**config.mk**
```make
export PLATFORM = sky130hd
export DESIGN_NAME = fetch_unit
export DESIGN_NICKNAME = d
export VERILOG_FILES = /design/src/rtl/fetch_unit_pkg.sv /design/src/rtl/fetch_unit_prog_ctr.sv /design/src/rtl/fetch_unit.sv
export SDC_FILE = /design/constraint.sdc
export NUM_CORES = 1
export LEC_CHECK = 0
export BUFFER_PORTS_ARGS = -buffer_cell sky130_fd_sc_hd__buf_2
export CORE_ASPECT_RATIO = 1.4
export CORE_MARGIN = 2
export CORE_UTILIZATION = 45
export DETAILED_ROUTE_END_ITERATION = 12
export PLACE_DENSITY_LB_ADDON = 0.1
export SLEW_MARGIN = 40
export SYNTH_ARGS = -nofsm -noshare
export SYNTH_HDL_FRONTEND = slang
export SYNTH_SLANG_ARGS = --single-unit
```
**constraint.sdc**
```tcl
create_clock -name Clk -period 4.3 [get_ports Clk]
set_clock_uncertainty 0.1 [all_clocks]
set_input_delay 0.215 -clock Clk [delete_from_list [all_inputs] [get_ports Clk]]
set_output_delay 0.215 -clock Clk [all_outputs]
set_load 0.1 [all_outputs]
```
**src/rtl/fetch_unit_pkg.sv**
```systemverilog
// ============================================================================
// fetch_unit_pkg : shared run-control state encoding and PC reset constant
// Rev 1.0
// ============================================================================
`default_nettype none

package fetch_unit_pkg;

  typedef enum logic [1:0] {
    IDLE = 2'd0,
    RUN  = 2'd1,
    DONE = 2'd2
  } fetch_state_t;

  localparam int unsigned PC_RESET = 0;

endpackage

`default_nettype wire

```
**src/rtl/fetch_unit_prog_ctr.sv**
```systemverilog
// ============================================================================
// prog_ctr : T-bit program counter register with clear, load, increment, hold
// Rev 1.0
// ============================================================================
`default_nettype none

module prog_ctr
  import fetch_unit_pkg::*;
#(
  parameter int T = 10
) (
  input  logic         clk,
  input  logic         rst_n,
  input  logic         i_clr,
  input  logic         i_load,
  input  logic         i_inc,
  input  logic [T-1:0] i_load_val,
  output logic [T-1:0] o_pc
);

  logic [T-1:0] pc_d;
  logic [T-1:0] pc_q;

  // Clear wins over load, load over increment; otherwise the PC holds.
  always_comb begin
    pc_d = pc_q;
    if (i_clr) begin
      pc_d = T'(PC_RESET);
    end else if (i_load) begin
      pc_d = i_load_val;
    end else if (i_inc) begin
      pc_d = pc_q + T'(1);
    end
  end

  always_ff @(posedge clk or negedge rst_n) begin
    if (!rst_n) begin
      pc_q <= T'(PC_RESET);
    end else begin
      pc_q <= pc_d;
    end
  end

  assign o_pc = pc_q;

endmodule

`default_nettype wire

```
**src/rtl/fetch_unit.sv**
```systemverilog
// ============================================================================
// fetch_unit : PC / run-control stage; resolves branch and halt strobes
// Rev 1.0
// ============================================================================
`default_nettype none

module fetch_unit
  import fetch_unit_pkg::*;
#(
  parameter int T = 10,
  parameter int W = 8,
  parameter int C = 16
) (
  input  logic         Clk,
  input  logic         Reset,
  input  logic         Start,
  input  logic         Done_in,
  input  logic         BranchEZ,
  input  logic         BranchNZ,
  input  logic         BranchAlways,
  input  logic [W-1:0] Target,
  input  logic [W-1:0] Cond,
  output logic [T-1:0] ProgCtr,
  output logic [T-1:0] ProgCtr_p1,
  output logic         Run,
  output logic         Done,
  output logic [C-1:0] CycleCount
);

  fetch_state_t state_d, state_q;
  logic [C-1:0] cc_d, cc_q;
  logic         run_d, run_q;
  logic         done_d, done_q;

  logic         cond_zero;
  logic         taken;
  logic         pc_clr, pc_load, pc_inc;
  logic [T-1:0] target_ext;

  assign cond_zero  = (Cond == '0);
  assign taken      = BranchAlways | (BranchEZ & cond_zero) | (BranchNZ & ~cond_zero);
  assign target_ext = T'(Target);

  always_comb begin
    state_d = state_q;
    cc_d    = cc_q;
    pc_clr  = 1'b0;
    pc_load = 1'b0;
    pc_inc  = 1'b0;
    unique case (state_q)
      IDLE: begin
        pc_clr = 1'b1;
        if (Start) begin
          state_d = RUN;
          cc_d    = '0;
        end
      end
      RUN: begin
        cc_d = (cc_q == '1) ? cc_q : cc_q + C'(1);
        // Halt outranks any branch: the PC freezes on the halting instruction.
        if (Done_in) begin
          state_d = DONE;
        end else if (taken) begin
          pc_load = 1'b1;
        end else begin
          pc_inc = 1'b1;
        end
      end
      DONE: begin
        if (Start) begin
          state_d = RUN;
          cc_d    = '0;
          pc_clr  = 1'b1;
        end
      end
      default: begin
        state_d = IDLE;
        pc_clr  = 1'b1;
      end
    endcase
    run_d  = (state_d == RUN);
    done_d = (state_d == DONE);
  end

  always_ff @(posedge Clk or negedge Reset) begin
    if (!Reset) begin
      state_q <= IDLE;
      cc_q    <= '0;
      run_q   <= 1'b0;
      done_q  <= 1'b0;
    end else begin
      state_q <= state_d;
      cc_q    <= cc_d;
      run_q   <= run_d;
      done_q  <= done_d;
    end
  end

  prog_ctr #(
    .T(T)
  ) u_prog_ctr (
    .clk        (Clk),
    .rst_n      (Reset),
    .i_clr      (pc_clr),
    .i_load     (pc_load),
    .i_inc      (pc_inc),
    .i_load_val (target_ext),
    .o_pc       (ProgCtr)
  );

  assign ProgCtr_p1 = ProgCtr + T'(1);
  assign Run        = run_q;
  assign Done       = done_q;
  assign CycleCount = cc_q;

endmodule

`default_nettype wire

```
==> impl_results.rst <==
.. list-table::
   :header-rows: 1

   * - Metric
     - Value
   * - Result of the run
     - complete, no violations
   * - Area of all sequential standard cells
     - 751 µm²
   * - CP bufs+invs
     - 1
   * - Antenna-violating nets left
     - 0
   * - Total I/O pin count
     - 61
   * - Via count of the first global-routing pass
     - 1,866
   * - Critical path's largest stage delay
     - 0.52 ns
   * - Congestion Overflow GR
     - 0
   * - CTS H-Tree Depth
     - 2
   * - Area share of the largest cell type after synthesis
     - 0.392
   * - Number of buffers inserted by port buffering
     - 60
   * - Largest buffer count on any clock path
     - 2
   * - Number of clock buffers inserted by TritonCTS
     - 5
   * - Predominant post-synthesis flop cell
     - dfrtp_1
   * - CP max-delay cell
     - nor4_1
   * - Startpoint kind of the worst setup timing path
     - flip-flop
   * - Leakage power
     - 0.00111 µW
   * - DRC
     - 0
   * - Later-pin clock latency in the skew report
     - 0.28 ns
   * - FF+latch count, synth
     - 30
   * - Cell at the root of the clock tree
     - clkbuf_8
   * - Average footprint of a synthesized cell
     - 8.70 µm²
   * - Leading cell type in the layout, fill and taps excluded
     - buf_2
   * - FFs w/ async S/R, synth
     - 1.00
   * - Number of slew-limit violations in the final report
     - 0
   * - Crit path kind
     - reg2out
   * - Largest cells by area after synthesis
     - dfrtp_1 39%, nand2_1 7.1%, mux2i_1 3.1%, nand4_1 2.9%, nor4_1 2.9%
   * - Top library cells by usage in the layout, fill and taps aside
     - 60 x buf_2, 36 x nand2_1, 30 x dfrtp_1
   * - Pin count of the biggest net entering global routing
     - 31
   * - Mapped Nets
     - 245
   * - Distinct cell type count after synthesis
     - 49
   * - DIE HEIGHT
     - 81.1 µm
   * - Maximum net fanout on the critical path
     - 11
   * - Tcrit/Tclk final
     - 0.576
   * - Origin of the worst min-delay path
     - Target[5]
   * - Source of the worst register-to-register timing path
     - state_q[1]
   * - Internal power consumption
     - 517 µW
   * - Seq pwr share
     - 0.344
   * - Max-capacitance violation count
     - 0
   * - Post-route cell area
     - 2350 µm²
   * - Router iterations before antenna repair
     - 4
   * - Max_slew headroom
     - 0.544
   * - Type of the most critical hold path
     - in2reg
   * - CP delay by family, top
     - simple AND/OR/NAND/NOR gates
   * - All-layer global routing usage
     - 0.224
   * - CP startpoint
     - u_prog_ctr.o_pc[2]
   * - Standard-cell row count
     - 28
   * - Cell repeated most along the worst path
     - nand2_1
   * - Final hold violation count
     - 0
   * - Number of antenna violations at the first check in global routing
     - 0
   * - Effective utilization at floorplan
     - 0.459
   * - Layout overhead on the synthesized area
     - 22.7%
   * - VDD IR-drop max
     - 360 µV
   * - Final Net Count
     - 306
   * - Overall via count from detail_route
     - 1,971
   * - Total negative setup slack
     - 0 ns
   * - Fill count
     - 400
   * - Cell count after synthesis
     - 220
   * - Net switching fraction of the power
     - 0.492
   * - Number of hold buffers added after CTS
     - 1
   * - Global-route wire length before repair
     - 8280 µm
   * - Routed length per instance
     - 15.3 µm
   * - RSZ-0062 raised after global routing
     - no
   * - Count of inserted antenna diode cells
     - 0
   * - Share of total power in the clock network
     - 0.230
   * - Placeable Area
     - 4170 µm²
   * - Detail-routed via count per cell
     - 6.03
   * - CTS clock-pin slew for the worst setup and hold paths
     - 0.06 ns
   * - Die area
     - 4800 µm²
   * - Number of enable flip-flop cells after synthesis
     - 0
   * - P_sw
     - 501 µW
   * - Cell accounting for the most synthesized area
     - dfrtp_1
   * - Sequential area share after synthesis
     - 0.392
   * - Worst-margin pin slew
     - 0.683 ns
   * - Highest Clock Rate
     - 404 MHz
   * - Post-DP HPWL
     - 3860 µm
   * - Resized cells post-CTS
     - 0
   * - Min Clock Period, post-route
     - 2.48 ns
   * - CTS tree
     - done
   * - Netlist area before placement
     - 1910 µm²
   * - CP required
     - 3.98 ns
   * - Crit path DAT
     - 2.16 ns
   * - Die outline width
     - 59.1 µm
   * - Relative contribution of combinational cells to total power
     - 0.426
   * - Total placed instance area
     - 2250 µm²
   * - Endpoints failing setup
     - 0
   * - Final wirelength
     - 5010 µm
   * - Combined area of the multi-input logic cells
     - 1100 µm²
   * - Iteration-0 DRC count of the detailed router
     - 138
   * - Buffers inserted by post-CTS timing repair
     - 0
   * - Cell Pwr Density
     - 434 nW/µm²
   * - Number of synthesis warnings
     - 0
   * - Number of clock sinks
     - 30
   * - Cell-by-cell trace of the critical path
     - nand3_1, nor4_1, nand2_1, nand2_1, buf_2
   * - Layout cells sized above 1
     - 0.270
   * - Crit. End Element
     - output pin
   * - Final Wtd Congestion
     - 0.894
-- cell usage after synthesis, types with 2 or more instances --
master	number
inv_1	8
nor3_1	5
nor3b_1	2
nand3_1	10
xor2_1	3
a311o_1	2
nand4_1	9
o21ai_0	9
clkbuf_1	7
and4_1	2
a21oi_1	9
dfrtp_1	30
o211ai_1	4
nand2b_1	4
or4_4	2
nor2b_1	2
o2111ai_1	2
a41o_1	3
and2_1	3
ha_1	2
o311ai_0	5
o31ai_1	3
or4_1	3
or3_1	2
o41ai_1	2
nor4_1	9
nand2_1	36
a21boi_0	3
mux2i_1	6
nor2_1	12
xnor2_1	3
-- worst register-to-register path: cells and delay by family, from the launching register on --
family           cells  cell delay (ns)
flip-flops           1             0.44
AND/OR/NAND/NOR      3             1.26
AO/OA/AOI/OAI        1             0.14
-- metal layers --
metal,track usage,share of wire
met4,0.107,0.023
met2,0.401,0.54
met5,0,0
met3,0.0462,0.056
met1,0.247,0.38
-- area by class of cell --
class	instances	share of cell area
repair buffers	62	0.135
multi-input cells	174	0.469
clock buffers	7	0.0368
well taps	45	0.0240
flip-flops and latches	30	0.320
inverters	8	0.0128
clock inverters	1	0.00213
-- path summary, 6_finish.rpt --
kind | to | slack, ns | cells after the start
worst max-delay path | ProgCtr_p1[9] | 1.82 | 5
worst min-delay path | u_prog_ctr.o_pc[5] | 0.09 | 2
worst max register to register | CycleCount[11] | 2.28 | 4
worst min register to register | CycleCount[0] | 0.43 | 1
max in group asynchronous | state_q[1] | 3.25 | 2
min in group asynchronous | CycleCount[14] | 0.41 | 2
-- kinds of logic after synthesis --
kind of cell / synth area share
fa+ha+maj: 0.0131
mux: 0.0314
flops: 0.392
compound gates: 0.194
simple gates: 0.309
xor+xnor: 0.0275
buf+inv: 0.0320
-- power groups by stage --
stage	Clock (µW)	Sequential (µW)	Combinational, µW
global route	254	356	459
detailed placement	0	355	436
CTS	241	350	437
global placement	0	355	434
floorplan	0	527	179
finish	234	350	434
-- state kept, by name, summed over array words and instances (netlist names) --
register,count
CycleCount,16
Done,1
Run,1
state_q,2
u_prog_ctr.o_pc,10
-- per-stage QoR --
stage	worst slack [ns]	cells	hold slack (ns)	total power, µW	utilization
floorplan	0.729	220	-0.181	706	-
global placement	2.15	318	0.191	790	0.539
global route	1.70	327	0.0955	1070	0.563
CTS	1.83	327	0.0858	1030	0.563
detailed placement	2.16	318	0.197	791	0.539
finish	1.82	327	0.0872	1020	0.563
Power figures use the tool's default switching activity.
